--- src/rtl/gen_pad_pkg.sv ---
// Shared types and constants for the Mega Drive pad reader.
//   state_t  : FSM encoding; PHASE states are 0..7 so bit 0 equals the TH level
//   btn_t    : held button states, active-low (1 = released)
//   D_*      : data-pin bit positions within {D5..D0} for each sampled phase
package gen_pad_pkg;

  localparam int unsigned SETTLE_DEF = 16;
  localparam int unsigned GAP_DEF    = 12000;
  localparam int unsigned SETTLE_W   = 5;
  localparam int unsigned GAP_W      = 14;
  localparam int unsigned PIN_W      = 6;

  // TH high, first pass
  localparam int unsigned D_UP    = 0;
  localparam int unsigned D_DOWN  = 1;
  localparam int unsigned D_LEFT  = 2;
  localparam int unsigned D_RIGHT = 3;
  localparam int unsigned D_B     = 4;
  localparam int unsigned D_C     = 5;
  // TH low
  localparam int unsigned D_A     = 4;
  localparam int unsigned D_START = 5;
  // TH high, extra-button pass of a 6-button pad
  localparam int unsigned D_Z     = 0;
  localparam int unsigned D_Y     = 1;
  localparam int unsigned D_X     = 2;
  localparam int unsigned D_MODE  = 3;

  typedef enum logic [3:0] {
    ST_PH0  = 4'd0,
    ST_PH1  = 4'd1,
    ST_PH2  = 4'd2,
    ST_PH3  = 4'd3,
    ST_PH4  = 4'd4,
    ST_PH5  = 4'd5,
    ST_PH6  = 4'd6,
    ST_PH7  = 4'd7,
    ST_IDLE = 4'd8,
    ST_GAP  = 4'd9
  } state_t;

  typedef struct packed {
    logic up;
    logic down;
    logic left;
    logic right;
    logic a;
    logic b;
    logic c;
    logic start;
    logic mode;
    logic x;
    logic y;
    logic z;
  } btn_t;

  localparam btn_t BTN_RELEASED = '1;

  // TH level for a state: phase parity during a sequence, otherwise high
  function automatic logic th_level(input state_t s);
    logic [3:0] v;
    v = 4'(s);
    return (v <= 4'd7) ? v[0] : 1'b1;
  endfunction

endpackage

--- src/rtl/pad_sync.sv ---
// Two-flop synchronizer for the asynchronous pad data pins.
//   clk, rst : system clock, synchronous active-high reset
//   d        : raw pins
//   q        : synchronized pins (reset to all-released)
module pad_sync #(
  parameter int unsigned W = 6
) (
  input  logic         clk,
  input  logic         rst,
  input  logic [W-1:0] d,
  output logic [W-1:0] q
);

  logic [W-1:0] meta;

  always_ff @(posedge clk) begin
    if (rst) begin
      meta <= '1;
      q    <= '1;
    end else begin
      meta <= d;
      q    <= meta;
    end
  end

endmodule

--- src/rtl/md_pad_reader.sv ---
// Host-side Mega Drive 3/6-button pad reader. Steps TH through the 8-phase
// select sequence, samples the data pins, detects pad presence and type, and
// commits active-low button states atomically at sequence end.
//   CLK, RESET, CE   : clock, sync active-high reset, clock enable for FSM/timers
//   POLL, FORCE3     : start request (IDLE only), 3-button-only mode
//   PAD_DI           : raw pad pins {D5..D0}
//   PAD_TH, PAD_TR   : select line, TR held high
//   P_*              : held buttons, 1 = released
//   PRESENT, SIX_BTN : pad detection results of the last completed sequence
//   BUSY, VALID      : sequence/gap in progress, one-CLK output-update pulse
module md_pad_reader
  import gen_pad_pkg::*;
#(
  parameter int unsigned SETTLE = SETTLE_DEF,
  parameter int unsigned GAP    = GAP_DEF
) (
  input  logic             CLK,
  input  logic             RESET,
  input  logic             CE,
  input  logic             POLL,
  input  logic             FORCE3,
  input  logic [PIN_W-1:0] PAD_DI,
  output logic             PAD_TH,
  output logic             PAD_TR,
  output logic             P_UP,
  output logic             P_DOWN,
  output logic             P_LEFT,
  output logic             P_RIGHT,
  output logic             P_A,
  output logic             P_B,
  output logic             P_C,
  output logic             P_START,
  output logic             P_MODE,
  output logic             P_X,
  output logic             P_Y,
  output logic             P_Z,
  output logic             PRESENT,
  output logic             SIX_BTN,
  output logic             BUSY,
  output logic             VALID
);

  localparam logic [SETTLE_W-1:0] SETTLE_LAST = SETTLE_W'(SETTLE - 1);
  localparam logic [GAP_W-1:0]    GAP_LAST    = GAP_W'(GAP - 1);

  logic [PIN_W-1:0]    di;
  state_t              state_q, state_d;
  logic [SETTLE_W-1:0] settle_q, settle_d;
  logic [GAP_W-1:0]    gap_q, gap_d;
  logic                th_q, th_d;
  logic                force3_q, force3_d;
  logic                sh_six_q, sh_six_d;
  btn_t                sh_q, sh_d;
  btn_t                btn_q, btn_d;
  logic                present_q, present_d;
  logic                six_btn_q, six_btn_d;
  logic                busy_q, busy_d;
  logic                valid_q, valid_d;
  logic                settle_done;
  logic                gap_done;

  pad_sync #(.W(PIN_W)) u_sync (
    .clk (CLK),
    .rst (RESET),
    .d   (PAD_DI),
    .q   (di)
  );

  // Saturating compares so a short parameter can never cause a wrap
  assign settle_done = (settle_q >= SETTLE_LAST);
  assign gap_done    = (gap_q >= GAP_LAST);

  // State and output registers
  always_ff @(posedge CLK) begin
    if (RESET) begin
      state_q   <= ST_IDLE;
      settle_q  <= '0;
      gap_q     <= '0;
      th_q      <= 1'b1;
      force3_q  <= 1'b0;
      sh_six_q  <= 1'b0;
      sh_q      <= BTN_RELEASED;
      btn_q     <= BTN_RELEASED;
      present_q <= 1'b0;
      six_btn_q <= 1'b0;
      busy_q    <= 1'b0;
      valid_q   <= 1'b0;
    end else begin
      state_q   <= state_d;
      settle_q  <= settle_d;
      gap_q     <= gap_d;
      th_q      <= th_d;
      force3_q  <= force3_d;
      sh_six_q  <= sh_six_d;
      sh_q      <= sh_d;
      btn_q     <= btn_d;
      present_q <= present_d;
      six_btn_q <= six_btn_d;
      busy_q    <= busy_d;
      valid_q   <= valid_d;
    end
  end

  // Next-state, sampling and commit logic
  always_comb begin
    state_d   = state_q;
    settle_d  = settle_q;
    gap_d     = gap_q;
    force3_d  = force3_q;
    sh_six_d  = sh_six_q;
    sh_d      = sh_q;
    btn_d     = btn_q;
    present_d = present_q;
    six_btn_d = six_btn_q;
    valid_d   = 1'b0;

    case (state_q)
      ST_IDLE: begin
        if (POLL) begin
          state_d  = ST_PH0;
          settle_d = '0;
          force3_d = FORCE3;
          sh_six_d = 1'b0;
          sh_d     = BTN_RELEASED;
        end
      end

      ST_GAP: begin
        if (CE) begin
          if (gap_done) begin
            state_d = ST_IDLE;
            gap_d   = '0;
          end else begin
            gap_d = gap_q + GAP_W'(1);
          end
        end
      end

      ST_PH0, ST_PH1, ST_PH2, ST_PH3, ST_PH4, ST_PH5, ST_PH6, ST_PH7: begin
        if (CE) begin
          if (!settle_done) begin
            settle_d = settle_q + SETTLE_W'(1);
          end else begin
            settle_d = '0;
            state_d  = state_t'(4'(state_q) + 4'd1);
            case (state_q)
              ST_PH0: begin
                sh_d.start = di[D_START];
                sh_d.a     = di[D_A];
                // A connected pad always drives D3:D2 low while TH is low
                if (di[3:2] != 2'b00) begin
                  btn_d     = BTN_RELEASED;
                  present_d = 1'b0;
                  six_btn_d = 1'b0;
                  valid_d   = 1'b1;
                  state_d   = ST_GAP;
                  gap_d     = '0;
                end
              end
              ST_PH1: begin
                sh_d.c     = di[D_C];
                sh_d.b     = di[D_B];
                sh_d.right = di[D_RIGHT];
                sh_d.left  = di[D_LEFT];
                sh_d.down  = di[D_DOWN];
                sh_d.up    = di[D_UP];
                if (force3_q) begin
                  btn_d      = sh_d;
                  btn_d.mode = 1'b1;
                  btn_d.x    = 1'b1;
                  btn_d.y    = 1'b1;
                  btn_d.z    = 1'b1;
                  present_d  = 1'b1;
                  six_btn_d  = 1'b0;
                  valid_d    = 1'b1;
                  state_d    = ST_GAP;
                  gap_d      = '0;
                end
              end
              ST_PH4: begin
                // Third TH-low phase: a 6-button pad pulls D3:D0 all low
                sh_six_d = (di[3:0] == 4'b0000);
              end
              ST_PH5: begin
                if (sh_six_q) begin
                  sh_d.mode = di[D_MODE];
                  sh_d.x    = di[D_X];
                  sh_d.y    = di[D_Y];
                  sh_d.z    = di[D_Z];
                end
              end
              ST_PH7: begin
                btn_d = sh_q;
                if (!sh_six_q) begin
                  btn_d.mode = 1'b1;
                  btn_d.x    = 1'b1;
                  btn_d.y    = 1'b1;
                  btn_d.z    = 1'b1;
                end
                present_d = 1'b1;
                six_btn_d = sh_six_q;
                valid_d   = 1'b1;
                state_d   = ST_GAP;
                gap_d     = '0;
              end
              default: begin
              end
            endcase
          end
        end
      end

      default: begin
        state_d = ST_IDLE;
      end
    endcase

    // TH follows the state being entered so edges coincide with phase entry
    th_d   = th_level(state_d);
    busy_d = (state_d != ST_IDLE);
  end

  assign PAD_TH  = th_q;
  assign PAD_TR  = 1'b1;
  assign P_UP    = btn_q.up;
  assign P_DOWN  = btn_q.down;
  assign P_LEFT  = btn_q.left;
  assign P_RIGHT = btn_q.right;
  assign P_A     = btn_q.a;
  assign P_B     = btn_q.b;
  assign P_C     = btn_q.c;
  assign P_START = btn_q.start;
  assign P_MODE  = btn_q.mode;
  assign P_X     = btn_q.x;
  assign P_Y     = btn_q.y;
  assign P_Z     = btn_q.z;
  assign PRESENT = present_q;
  assign SIX_BTN = six_btn_q;
  assign BUSY    = busy_q;
  assign VALID   = valid_q;

endmodule

--- config.mk ---
export PLATFORM = sky130hd
export DESIGN_NAME = md_pad_reader
export DESIGN_NICKNAME = d
export VERILOG_FILES = /design/src/rtl/gen_pad_pkg.sv /design/src/rtl/pad_sync.sv /design/src/rtl/md_pad_reader.sv
export SDC_FILE = /design/constraint.sdc
export NUM_CORES = 1
export LEC_CHECK = 0
export CAP_MARGIN = 20
export CORE_ASPECT_RATIO = 1.25
export CORE_MARGIN = 5
export CORE_UTILIZATION = 57
export DETAILED_ROUTE_END_ITERATION = 12
export GPL_TIMING_DRIVEN = 0
export PLACE_DENSITY = 0.78
export SETUP_SLACK_MARGIN = 0.3
export SYNTH_ARGS = -nofsm -noshare
export SYNTH_HDL_FRONTEND = slang
export SYNTH_SLANG_ARGS = --single-unit
export TNS_END_PERCENT = 10
--- constraint.sdc ---
create_clock -name CLK -period 2.65 [get_ports CLK]
set_input_delay 0.53 -clock CLK [delete_from_list [all_inputs] [get_ports CLK]]
set_output_delay 0.53 -clock CLK [all_outputs]
set_load 0.005 [all_outputs]
==> results of run 1 <==
## power by group through the flow
stage,Combinational [mW],Sequential [mW],Clock [mW]
after floorplan,0.143,1.05,0
after global placement,0.204,1.06,0
after detailed placement,0.208,1.06,0
after CTS,0.215,1.03,0.871
after global routing,0.242,1.04,0.928
final,0.221,1.03,0.857
## per-stage QoR
| stage | util | hold slack [ns] |
|---|---|---|
| 5_1_grt | 0.703 | 0.421 |
| 4_1_cts | 0.694 | 0.409 |
| 3_5_place_dp | 0.651 | 0.394 |
| 2_1_floorplan | - | 0.389 |
| 3_3_place_gp | 0.651 | 0.393 |
| 6_report | 0.703 | 0.408 |
## logic make-up after synthesis
family                   count (synthesis)
AND/OR/NAND/NOR                        151
AO/OA/AOI/OAI                           91
flip-flops                              66
buffers and inverters                   39
adder cells (fa/ha/maj)                  7
multiplexers                             6
XOR/XNOR                                 2
other                                    1
## flip-flops by register name, summed over array words and instances (netlist names), 4 cells and up
| name | cells |
|---|---|
| u_sync.q | 6 |
| state_q | 4 |
| sh_q | 12 |
| u_sync.meta | 6 |
| settle_q | 5 |
| gap_q | 14 |
## cells in the final DEF (no fill, tap or decap), drive strengths merged, types with 8 or more instances in the layout
cell type      instances
a21oi                 24
a31oi                  8
buf                   17
clkbuf                20
clkdlybuf4s50         27
dfxtp                 66
inv                   17
nand2                 24
nand3                 10
nor2                  29
nor3                  15
o21ai                 22
o31ai                 11
or2                   17
or3                   10
or4                   13
## worst register-to-register path, delay by kind of cell (launching register included)
kind	cells	cell delay [ns]
fa+ha+maj	1	0.22
buf+inv	4	0.58
compound gates	3	0.55
flops	1	0.37
simple gates	2	0.56
## Yosys cell counts (9+ instances only)
cell       n  share of area
or2_2     16          0.032
or4_1     11          0.026
nor2_1    29          0.034
or3_1     10          0.020
nor3_1    15          0.024
o31ai_1   10          0.024
a21oi_1   22          0.035
inv_1     16          0.019
o21ai_0   16          0.025
nand2_1   22          0.026
clkbuf_1  10          0.012
dfxtp_1   66           0.42
nand3_1    9          0.014
## what timing repair did
item / in CTS / in global routing
endpoints found under the setup margin: 17 / 41
gates resized for setup: 1 / 11
gates cloned: 0 / 0
setup buffers: 3 / 2
pin swaps: 1 / 6
## layer usage
metal  share of wire  track usage  up-vias
met1            0.41        0.248     1338
met3           0.054       0.0482       18
li1                -            -     1407
met5               0            0        -
met4           0.018        0.117        0
met2            0.52        0.370       92
## cell type report
cell class,count,area (um^2),share of cell area
Buffer,22,140,0.0369
Clock buffer,10,138,0.0362
Clock inverter,6,65.1,0.0171
Inverter,17,63.8,0.0168
Multi-Input combinational cell,258,1680,0.441
Sequential cell,66,1330,0.350
Tap cell,64,80.1,0.0211
Timing Repair Buffer,32,308,0.0811
## path summary, 6_finish.rpt
check / from / end
hold / removal: u_sync.meta[0] / u_sync.q[0]
hold reg to reg: u_sync.meta[0] / u_sync.q[0]
setup / recovery: state_q[1] / gap_q[4]
setup reg to reg: state_q[1] / gap_q[4]
==> results.sh, run 1 <==
export IMPL_outcome="finished, final reports clean"
export IMPL_post_place_ws_ns=0.0790
export IMPL_rsz0062_at_grt="yes"
export IMPL_synth_xor_area_frac=0.00552
export IMPL_drive_gt1_frac=0.182
export IMPL_gp_congestion=0.901
export IMPL_maxCapViolations=0
export IMPL_nFillCells=453
export IMPL_finalMaxSlewViolations=0
export IMPL_grt_overflow_total=0
export IMPL_crit_chain="buf_4 -> ha_2 -> buf_6 -> nand2_4 -> a21oi_4 -> a31oi_4 -> buf_6 -> buf_4 -> or4_4 -> a21oi_2"
export IMPL_critPathSlowestCell="or4_4"
export IMPL_pwr_share_clk=0.406
export IMPL_design_area_um2=3800
export IMPL_final_cells=475
export IMPL_cts_buffers=9
export IMPL_path_depth=10
export IMPL_num_io_pins=29
export IMPL_drc=0
export IMPL_crit_path_max_incr_delay_ns=0.48
export IMPL_worst_r2r_path_depth=10
export IMPL_synth_seq_cells=66
export IMPL_setup_ws_ns=0.319
export IMPL_p_sw_frac=0.257
export IMPL_clk_pin_slew_ns=0.07
export IMPL_finalClockSkew_ns=0.00751
export IMPL_place_hpwl_um=5250
export IMPL_synthCells=363
export IMPL_max_freq_mhz=429
export IMPL_cts_root_buf="clkbuf_8"
export IMPL_tritoncts="yes"
export IMPL_hp_class="reg -> reg"
export IMPL_vias=2855
export IMPL_portBuffers=27
export IMPL_critPathLaunchType="flop"
export IMPL_ys_flop_type="dfxtp_1"
export IMPL_num_rows=30
export IMPL_cts_hold_fix_buffers=0
export IMPL_cp_top_family="buffers and inverters"
export IMPL_clkSinkCount=66
export IMPL_grt_pass1_vias=2722
export IMPL_hold_viol=0
export IMPL_crit_path_end_kind="flop"
export IMPL_power_internal_mw=1.57
export IMPL_start_util=0.587
export IMPL_syn_area_um2=3170
export IMPL_synthArstFlopShare=0
export IMPL_layout_min_cycle_time_ns=2.33
export IMPL_fp_dieW_um=76.7
export IMPL_synth_top_family_by_area="simple AND/OR/NAND/NOR gates"
export IMPL_drt_iter0_markers=219
export IMPL_syn_to_final_growth_pct=19.8
export IMPL_total_power_mw=2.11
export IMPL_worst_path_max_fanout=10
export IMPL_routedWlPerCell_um=15.6
export IMPL_tns_ns=0
export IMPL_cts_path_max_buffers=2
export IMPL_synth_edf_count=0
export IMPL_via_per_inst=6.01
export IMPL_p_leak_nw=1.39
export IMPL_synth_compound_area_share=0.200
export IMPL_required_ns=2.94
export IMPL_drt_pass1_iter_count=7
export IMPL_num_nets_final=424
export IMPL_grtUsageTotal=0.216
export IMPL_worst_path_buf_inv=4
export IMPL_sequentialPowerShare=0.489
export IMPL_coreArea_um2=5410
export IMPL_p_sw_mw=0.542
export IMPL_antennaDiodeCount=0
export IMPL_synthSimpleGateAreaFrac=0.267
export IMPL_die_y_um=93.4
export IMPL_die_area_um2=7160
export IMPL_ant_nets=0
export IMPL_htree_levels=3
export IMPL_post_place_cells=454
export IMPL_synth_nets=381
export IMPL_r2r_setup_slack_ns=0.32
export IMPL_synth_mux_area_frac=0.0189
export IMPL_pwr_share_comb=0.105
export IMPL_synth_cell_types=64
export IMPL_yosysSeqAreaShare=0.417
export IMPL_grt_start_max_net_pins=13
export IMPL_finalSetupViolCount=0
export IMPL_cp_arrival_ns=2.62
export IMPL_p_per_area_nw_per_um2=556
export IMPL_grt_pass1_wl_um=12600
export IMPL_ir_drop_mv=0.372
export IMPL_min_delay_path_depth=1
export IMPL_antenna_found_initial=0
export IMPL_ys_warnings_count=0
export IMPL_post_dp_cell_area_um2=3520
export IMPL_crit_type="reg -> reg"
export IMPL_synth_adder_area_share=0.0276
export IMPL_post_synth_cell_area_avg_um2=8.73
export IMPL_wl_um=7400
export IMPL_insertion_delay_ns=0.35
export IMPL_finalCritPeriodShare=0.880
Power figures use the tool's default switching activity.
==> run 2: changes to the inputs <==
Settings changed: CAP_MARGIN 20 to 30, CORE_UTILIZATION 57 to 59, CTS_BUF_LIST set to sky130_fd_sc_hd__clkbuf_2 sky130_fd_sc_hd__clkbuf_4 sky130_fd_sc_hd__clkbuf_8, PLACE_DENSITY 0.78 to 0.81.
==> results.sh, run 2 (synthesis results as in run 1) <==
export IMPL_outcome="finished, final reports clean"
export IMPL_post_place_cells=452
export IMPL_p_per_area_nw_per_um2=574
export IMPL_portBuffers=27
export IMPL_layout_min_cycle_time_ns=2.24
export IMPL_relSlewSlack=0.657
export IMPL_clk_pin_slew_ns=0.08
export IMPL_post_place_ws_ns=0.142
export IMPL_final_cells=477
export IMPL_cts_root_buf="clkbuf_8"
export IMPL_grtUsageTotal=0.231
export IMPL_clkSinkCount=66
export IMPL_drt_iter0_markers=296
export IMPL_finalClockSkew_ns=0.0119
export IMPL_via_per_inst=6.02
export IMPL_num_io_pins=29
export IMPL_final_seq_area_um2=1330
export IMPL_max_freq_mhz=446
export IMPL_crit_path_end_kind="flop"
export IMPL_grt_pass1_vias=2722
export IMPL_top_regs="gap_q x14, sh_q x12"
export IMPL_p_leak_nw=1.43
export IMPL_place_hpwl_um=5190
export IMPL_p_sw_frac=0.255
export IMPL_gp_congestion=0.877
export IMPL_grt_start_max_net_pins=14
export IMPL_drive_gt1_frac=0.190
export IMPL_cp_arrival_ns=2.54
export IMPL_drc=0
export IMPL_critPathLaunchType="flop"
export IMPL_setup_ws_ns=0.408
export IMPL_tightest_slew_ns=0.515
export IMPL_finalSetupViolCount=0
export IMPL_num_rows=29
export IMPL_drt_pass1_iter_count=5
export IMPL_grt_pass1_wl_um=12300
export IMPL_cts_path_max_buffers=2
export IMPL_nFillCells=387
export IMPL_post_dp_cell_area_um2=3520
export IMPL_antenna_found_initial=0
export IMPL_pwr_share_clk=0.430
export IMPL_worst_path_max_fanout=5
export IMPL_cts_buffers=9
export IMPL_required_ns=2.95
export IMPL_power_internal_mw=1.65
export IMPL_rsz0062_at_grt="yes"
export IMPL_htree_levels=3
export IMPL_ir_drop_mv=0.376
export IMPL_p_sw_mw=0.565
export IMPL_largest_register="gap_q"
export IMPL_ant_nets=0
export IMPL_pwr_share_comb=0.104
export IMPL_largest_reg_flops=14
export IMPL_start_util=0.615
export IMPL_insertion_delay_ns=0.36
export IMPL_grt_overflow_total=0
export IMPL_coreArea_um2=5150
export IMPL_layout_common_cells="dfxtp_1 (63), nor2_1 (28), clkdlybuf4s50_1 (27), nand2_1 (22), a21oi_1 (22)"
export IMPL_layout_commonest_cell="dfxtp_1"
export IMPL_antennaDiodeCount=0
export IMPL_num_nets_final=428
export IMPL_die_area_um2=6950
export IMPL_crit_type="reg -> reg"
export IMPL_routedWlPerCell_um=15.9
export IMPL_hold_viol=0
export IMPL_finalMaxSlewViolations=0
export IMPL_tritoncts="yes"
export IMPL_tns_ns=0
export IMPL_hp_class="reg -> reg"
export IMPL_sequentialPowerShare=0.466
export IMPL_wl_um=7570
export IMPL_syn_to_final_growth_pct=21.8
export IMPL_multi_input_area_um2=1690
export IMPL_die_y_um=92.0
export IMPL_fp_dieW_um=75.6
export IMPL_maxCapViolations=0
export IMPL_design_area_um2=3860
export IMPL_finalCritPeriodShare=0.846
export IMPL_vias=2873
run 2: changes by cell type in the layout (fill, tap and decap cells not counted), moves of 2 or more:
| cell | change |
|---|---|
| clkinv_4 | +2 |
| buf_4 | +3 |
| ha_2 | -2 |
| or2_4 | +2 |
run 2: area by class of cell:
type                            instances  area share
Multi-Input combinational cell        258       0.437
Sequential cell                        66       0.344
Timing Repair Buffer                   36      0.0868
Buffer                                 22      0.0363
Clock buffer                            9      0.0321
Clock inverter                          7      0.0266
Tap cell                               62      0.0201
Inverter                               17      0.0165
run 2: power by group through the flow:
| stage | clock [mW] | combinational, mW | sequential, mW |
|---|---|---|---|
| 6_report | 0.954 | 0.230 | 1.03 |
| 5_1_grt | 1.01 | 0.249 | 1.04 |
| 4_1_cts | 0.960 | 0.215 | 1.03 |
| 3_5_place_dp | 0 | 0.207 | 1.06 |
| 3_3_place_gp | 0 | 0.203 | 1.06 |
| 2_1_floorplan | 0 | 0.143 | 1.05 |
run 2: layer usage:
metal	global-route usage	wire length, um	up-vias
li1	-	-	1411
met1	0.257	3130	1336
met2	0.383	3770	99
met3	0.0613	413	27
met4	0.134	257	0
met5	0	0	-
run 2: timing repair:
item	4_1_cts	5_1_grt
endpoints found under the hold margin	0	0
pin swaps	1	5
setup buffers	4	4
endpoints found under the setup margin	17	41
gates resized for setup	1	14
hold buffers	0	0
gates cloned	0	1
run 2: path summary, 6_finish.rpt:
check / slack (ns) / cells past startpoint / end / start
max: 0.41 / 10 / gap_q[4] / state_q[1]
min: 0.41 / 1 / u_sync.q[1] / u_sync.meta[1]
max reg2reg: 0.41 / 10 / gap_q[4] / state_q[1]
min reg2reg: 0.41 / 1 / u_sync.q[1] / u_sync.meta[1]
run 2: through the flow:
step / hold slack (ns) / util / power [mW]
2_1_floorplan: 0.389 / - / 1.20
3_3_place_gp: 0.392 / 0.683 / 1.26
3_5_place_dp: 0.396 / 0.683 / 1.26
4_1_cts: 0.414 / 0.734 / 2.21
5_1_grt: 0.434 / 0.749 / 2.30
6_report: 0.414 / 0.749 / 2.22
run 2: worst max-delay path: stages (launching register included):
cell	delay, ns
dfxtp_4	0.37
inv_2	0.06
ha_4	0.16
buf_6	0.12
nor2b_1	0.13
o21ai_2	0.25
a31oi_4	0.17
buf_6	0.16
buf_4	0.14
or4_4	0.48
a21oi_2	0.14
